==> config.mk <==
export PLATFORM = sky130hd
export DESIGN_NAME = pc_fetch
export DESIGN_NICKNAME = d
export VERILOG_FILES = /design/src/rtl/pc_fetch.sv
export SDC_FILE = /design/constraint.sdc
export NUM_CORES = 1
export LEC_CHECK = 0
export CAP_MARGIN = 0
export CORE_MARGIN = 3
export CORE_UTILIZATION = 55
export DETAILED_ROUTE_END_ITERATION = 10
export PLACE_DENSITY = 0.85
export SLEW_MARGIN = 5
export SYNTH_ARGS = -nofsm -noshare
export SYNTH_HDL_FRONTEND = slang
export SYNTH_SLANG_ARGS = --single-unit
==> constraint.sdc <==
create_clock -name clk -period 4.6 [get_ports clk]
set_input_delay 0.69 -clock clk [delete_from_list [all_inputs] [get_ports clk]]
set_output_delay 0.69 -clock clk [all_outputs]
set_load 0.01 [all_outputs]
==> src/rtl/pc_fetch.sv <==
// Instruction fetch stage: walks the PC through instruction memory, feeds IF/ID,
// and defers branch redirects so the in-flight fetch still completes (delay slot).
module pc_fetch #(
  parameter logic [31:0] RESET_PC    = 32'h0000_0000,
  parameter logic [31:0] BUBBLE_INST = 32'h0000_0000
) (
  input  logic        clk,
  input  logic        rst,
  input  logic        stall,
  input  logic        branch_flag_i,
  input  logic [31:0] branch_target_i,
  output logic        mem_req_o,
  output logic [31:0] mem_addr_o,
  input  logic        mem_ack_i,
  input  logic [31:0] mem_rdata_i,
  output logic [31:0] if_pc,
  output logic [31:0] if_inst,
  output logic        if_valid
);

  typedef enum logic [1:0] {
    IDLE,
    FETCH,
    HOLD
  } state_t;

  state_t      state;
  state_t      state_nxt;

  logic [31:0] pc;
  logic [31:0] next_pc;
  logic        redir_pending;
  logic [31:0] redir_target;
  logic [31:0] buf_pc;
  logic [31:0] buf_inst;

  logic        pc_load;
  logic        capture;
  logic        to_buf;
  logic        from_buf;
  logic        bubble;

  always_ff @(posedge clk) begin
    if (rst) begin
      state <= IDLE;
    end else begin
      state <= state_nxt;
    end
  end

  always_comb begin
    state_nxt = state;
    mem_req_o = 1'b0;
    pc_load   = 1'b0;
    capture   = 1'b0;
    to_buf    = 1'b0;
    from_buf  = 1'b0;
    bubble    = 1'b0;
    case (state)
      IDLE: begin
        state_nxt = FETCH;
      end
      FETCH: begin
        mem_req_o = 1'b1;
        if (mem_ack_i) begin
          pc_load = 1'b1;
          if (stall) begin
            to_buf    = 1'b1;
            state_nxt = HOLD;
          end else begin
            capture = 1'b1;
          end
        end else if (!stall) begin
          bubble = 1'b1;
        end
      end
      HOLD: begin
        if (!stall) begin
          from_buf  = 1'b1;
          state_nxt = FETCH;
        end
      end
      default: begin
        state_nxt = IDLE;
      end
    endcase
  end

  // A redirect arriving in the same cycle as the PC update wins over an older pending one.
  always_comb begin
    if (branch_flag_i) begin
      next_pc = branch_target_i;
    end else if (redir_pending) begin
      next_pc = redir_target;
    end else begin
      next_pc = pc + 32'd4;
    end
  end

  assign mem_addr_o = pc;

  always_ff @(posedge clk) begin
    if (rst) begin
      pc            <= RESET_PC;
      redir_pending <= 1'b0;
      redir_target  <= 32'h0;
      buf_pc        <= 32'h0;
      buf_inst      <= 32'h0;
      if_pc         <= 32'h0;
      if_inst       <= BUBBLE_INST;
      if_valid      <= 1'b0;
    end else begin
      if (pc_load) begin
        pc <= next_pc;
      end

      if (branch_flag_i) begin
        redir_target <= branch_target_i;
      end
      if (pc_load) begin
        redir_pending <= 1'b0;
      end else if (branch_flag_i) begin
        redir_pending <= 1'b1;
      end

      if (to_buf) begin
        buf_pc   <= pc;
        buf_inst <= mem_rdata_i;
      end

      if (capture) begin
        if_pc    <= pc;
        if_inst  <= mem_rdata_i;
        if_valid <= 1'b1;
      end else if (from_buf) begin
        if_pc    <= buf_pc;
        if_inst  <= buf_inst;
        if_valid <= 1'b1;
      end else if (bubble) begin
        if_inst  <= BUBBLE_INST;
        if_valid <= 1'b0;
      end
    end
  end

endmodule

== Yosys cells after proc, flatten, opt, wreduce, memory -nomap -nowiden ==
Cells that the tools add are included.

* Add/sub/neg operators: 1
* Equality and inequality tests: 5
* Multiplexer cells: 26
* Reductions and logical operators: 5

{| class="wikitable"
|+ Operator list
! operator !! count
|-
| $mux W32 || 7
|-
| $add A32 B3 Y32 const B || 1
|-
| $mux W1 || 15
|-
| $mux W2 || 3
|-
| $ne A2 B2 Y1 const B || 3
|-
| $pmux W2 S3 || 1
|-
| $reduce_and A3 Y1 || 1
|-
| $reduce_bool A3 Y1 || 1
|-
| $eq A2 B1 Y1 const B || 1
|-
| $eq A2 B2 Y1 const B || 1
|-
| $logic_not A2 Y1 || 1
|-
| $reduce_bool A2 Y1 || 1
|-
| $reduce_or A2 Y1 || 1
|}

* Bits in registers: 196
* Input port bits: 69
* Output and inout port bits: 98
* Logic and storage cells: 46

== Logic depth before layout (Yosys ltp) ==
* Depth after elaboration: 6
* Gate-level depth with buffers: 8
* Depth with buffers taken out: 6

== Least setup slack after synthesis ==
No wires, ideal clock.

* Path type: register to register
* Start: register pc[2] (netlist: mem_addr_o[2])
* End: register pc[30] (netlist: mem_addr_o[30])
* Setup time: 0.120 ns
* Data arrival time: 2.049 ns
* Required time: 4.480 ns
* Slack: 2.432 ns
* Stages on the path, launching flop included: 8
* Path buffers: 1
* Path through: dfxtp_1 ha_1 nand3_2 or4_1 buf_2 nor3_2 nor4b_1 a211o_1

* Word-level cells in the longest chain between the ends: 3

{| class="wikitable"
|+ Ends and longest elaborated chain
! what !! line !! RTL
|-
| from (decl) || 30 || <nowiki>logic [31:0] pc;</nowiki>
|-
| from (signal assigned) || 114 || <nowiki>pc <= next_pc;</nowiki>
|-
| $add A32 B3 Y32 || 96 || <nowiki>next_pc = pc + 32'd4;</nowiki>
|-
| $mux W32 || 93 || <nowiki>end else if (redir_pending) begin</nowiki>
|-
| $mux W32 || 91 || <nowiki>if (branch_flag_i) begin</nowiki>
|}

No other way between the ends.
A chain may end at the register's enable or synchronous reset.

== Worst setup path after layout ==
* Start: input mem_ack_i
* End: register if_inst[14]

* Word-level cells in the longest chain between the ends: 3
* Elaborated cells between the ends (all ways): 6
* Those cells by class: mux (5); reduce/logical (1)

{| class="wikitable"
|+ Ends and longest elaborated chain
! what !! line !! RTL
|-
| from (decl) || 14 || <nowiki>input logic mem_ack_i,</nowiki>
|-
| $mux W1 || 65 || <nowiki>if (mem_ack_i) begin</nowiki>
|-
| $mux W1 || 59 || <nowiki>case (state)</nowiki>
|-
| $reduce_bool A3 Y1 (no line) or $mux W32 (tied branches) || n/a ||
|-
| to (signal assigned) || 133 || <nowiki>if_inst <= mem_rdata_i;</nowiki>
|-
| to (signal assigned) || 137 || <nowiki>if_inst <= buf_inst;</nowiki>
|-
| to (decl) || 17 || <nowiki>output logic [31:0] if_inst,</nowiki>
|}

Several ways; a longest one is shown, not always the timed one.

==> flow_metrics.env <==
export IMPL_status="completed"
export IMPL_syn_nets=1062
export IMPL_pwr_share_comb=0.097
export IMPL_nFillCells=1074
export IMPL_syn_cell_area_mm2=0.008048
export IMPL_synth_cells=992
export IMPL_dpl_worst_slack_ns=1.473
export IMPL_final_cell_mix="nand2_1, dfxtp_1, clkdlybuf4s50_1, a21oi_1, a22oi_1"
export IMPL_clk_transition_reported_paths_ns=0.07
export IMPL_max_freq_ghz=0.3670
export IMPL_endpoint_kind="flop"
export IMPL_synth_area_leaders="dfxtp_1, nand2_1, a21oi_1, a22oi_1, mux2i_1"
export IMPL_clk_insertion_delay_late_ns=0.45
export IMPL_die_y_um=127.0
export IMPL_row_count=43
export IMPL_core_area_mm2=0.01410
export IMPL_ys_flop_type="dfxtp_1"
export IMPL_drive_above_1_share=0.05640
export IMPL_cts_tree="yes"
export IMPL_grt_pass1_wl_um=36280
export IMPL_finClkSkew_ns=0.009938
export IMPL_fin_setup_tns_ns=0
export IMPL_detail_route_antenna_nets=0
export IMPL_async_flop_share=0
export IMPL_post_cts_buffers=0
export IMPL_slew_headroom=0.2410
export IMPL_htree_levels=4
export IMPL_post_route_worst_setup_slack_ns=1.875
export IMPL_switchingPower_w=0.0008946
export IMPL_grt_overflow=0
export IMPL_cp_slowest_cell="nor2_4"
export IMPL_antenna_found_initial=0
export IMPL_period_share=0.5924
export IMPL_required_ns=4.96
export IMPL_layout_commonest_cell="nand2_1"
export IMPL_start_util=0.5709
export IMPL_power_frac_seq=0.494
export IMPL_io_buffer_count=166
export IMPL_drv_slew=0
export IMPL_crit_buf_inv=3
export IMPL_postRouteWirelength_um=22280
export IMPL_cts_buffer_depth=2
export IMPL_leakage_nw=3.490
export IMPL_drt_vias_per_instance=5.993
export IMPL_antenna_cells=0
export IMPL_path_cells="clkdlybuf4s50_1 -> nand3b_1 -> buf_4 -> nor2_4 -> buf_4 -> nand2_1 -> a21oi_1"
export IMPL_synth_edff_count=0
export IMPL_drv_cap=0
export IMPL_post_drt_wl_per_cell_um=17.17
export IMPL_place_congestion=0.8425
export IMPL_grt_pass1_vias=7183
export IMPL_hold_path_class="flop to flop"
export IMPL_pin_count=167
export IMPL_rsz0062_at_grt="no"
export IMPL_switching_share=0.2451
export IMPL_slowest_delay_ns=0.69
export IMPL_drc=0
export IMPL_synth_seq_cells=196
export IMPL_dieArea_mm2=0.01612
export IMPL_critPathKind="input port to flop"
export IMPL_fin_hold_ws_ns=0.4563
export IMPL_root_buffer="clkbuf_16"
export IMPL_area_delta_synth_final_pct=28.14
export IMPL_ctsHoldBuffers=0
export IMPL_setup_viol=0
export IMPL_die_x_um=127.0
export IMPL_yosysTopAreaCell="dfxtp_1"
export IMPL_arrival_ns=3.08
export IMPL_startpoint_type="input port"
export IMPL_cts_buffers=17
export IMPL_min_from="buf_pc[13]"
export IMPL_vias=7773
export IMPL_grt_max_degree=115
export IMPL_nets=1174
export IMPL_seq_area_frac_synth=0.4876
export IMPL_cp_startpoint="mem_ack_i"
export IMPL_drt_iter0_markers=901
export IMPL_p_total_w=0.003650
export IMPL_dr_pass1_iters=6
export IMPL_hold_viol_final=0
export IMPL_tightest_slew_ns=1.139
export IMPL_clock_sinks=196
export IMPL_hpwl_um=14130
export IMPL_power_internal_w=0.002755
export IMPL_post_cts_resized=0
export IMPL_postSynthAreaPerCell_um2=8.113
export IMPL_yosysWarnings=0
export IMPL_synth_distinct_cells=58
export IMPL_critPathMostFrequentCell="buf_4"
export IMPL_ir_worst_vdd_uv=293.2
export IMPL_reg2reg_from="mem_addr_o[3]"
export IMPL_critPathTopFamily="buffers and inverters"
export IMPL_yosysTopAreaCellShare=0.4876
export IMPL_period_needed_ns=2.725
export IMPL_grt_usage=0.2764
export IMPL_worstPathMaxFanout=41
export IMPL_clockPowerShare=0.409
export IMPL_pwr_density_cell_mw_per_mm2=353.9
-- final timing paths --
kind	cells past startpoint	slack, ns	endpoint
setup / recovery	7	1.88	if_inst[14]
hold / removal	2	0.46	buf_pc[13]
setup reg to reg	6	2.02	mem_addr_o[24]
hold reg to reg	2	0.46	buf_pc[13]
-- registers in the layout (all words and copies together), names as in the netlist --
signal / cells
buf_inst: 32
buf_pc: 32
if_inst: 32
if_pc: 32
if_valid: 1
mem_addr_o: 32
redir_pending: 1
redir_target: 32
state: 2
-- cell usage after synthesis, types with 3 or more instances --
library cell and n:
a211oi_1 5, a21oi_1 162, a22oi_1 66, a31oi_1 6
and3_1 7, buf_1 15, buf_2 7, clkbuf_1 62
dfxtp_1 196, inv_1 6, mux2i_1 34, nand2_1 226
nand3_1 14, nand4_1 4, nand4_4 3, nor2_1 64
nor2b_1 5, nor3_1 19, nor3b_1 3, nor4_1 4
o21ai_0 30, o22ai_1 3, o32ai_1 3, or4_1 3
-- final cells by class --
cell class | instances | area (um2) | share of cell area
inverter | 8 | 30.03 | 0.002912
tap | 180 | 225.2 | 0.02184
clock buffer | 22 | 474.2 | 0.04598
timing repair buffer | 177 | 1740 | 0.1688
sequential | 196 | 3924 | 0.3805
clock inverter | 10 | 123.9 | 0.01201
multi-input combinational | 704 | 3795 | 0.3680
-- through the flow --
step           cells  instance area [um2]  utilization
6_report        1297                10310       0.7316
5_1_grt         1297                10310       0.7316
4_1_cts         1297                10310       0.7316
3_5_place_dp    1265                 9714       0.6892
3_3_place_gp    1265                 9714       0.6892
2_1_floorplan    992                 8048            -
-- per-layer routing --
layer | GRT usage | wire length [um]
met1 | 0.3702 | 9364
met3 | 0.06526 | 1704
met2 | 0.4321 | 10540
met5 | 0 | 0
met4 | 0.1117 | 668
-- cells by family after synthesis --
family	count (synthesis)	share of synthesized area
simple gates	369	0.2030
fa+ha+maj	1	0.001554
buf+inv	92	0.04400
mux	35	0.04369
compound gates	299	0.2202
flops	196	0.4876
-- worst min-delay path, cell delays in order, from the launching register on --
cell and delay (ns):
dfxtp_1 0.31, nand2_1 0.05, a21oi_1 0.05
-- power by group through the flow --
stage / clock network, W / logic (W) / registers (W)
after global placement: 0 / 0.000343 / 0.00184
after detailed placement: 0 / 0.000348 / 0.00184
after floorplan: 0 / 0.000187 / 0.00183
after global routing: 0.00159 / 0.000384 / 0.00181
after CTS: 0.00151 / 0.000351 / 0.00180
final: 0.00149 / 0.000354 / 0.00180
(Power assumes the default switching activity.)
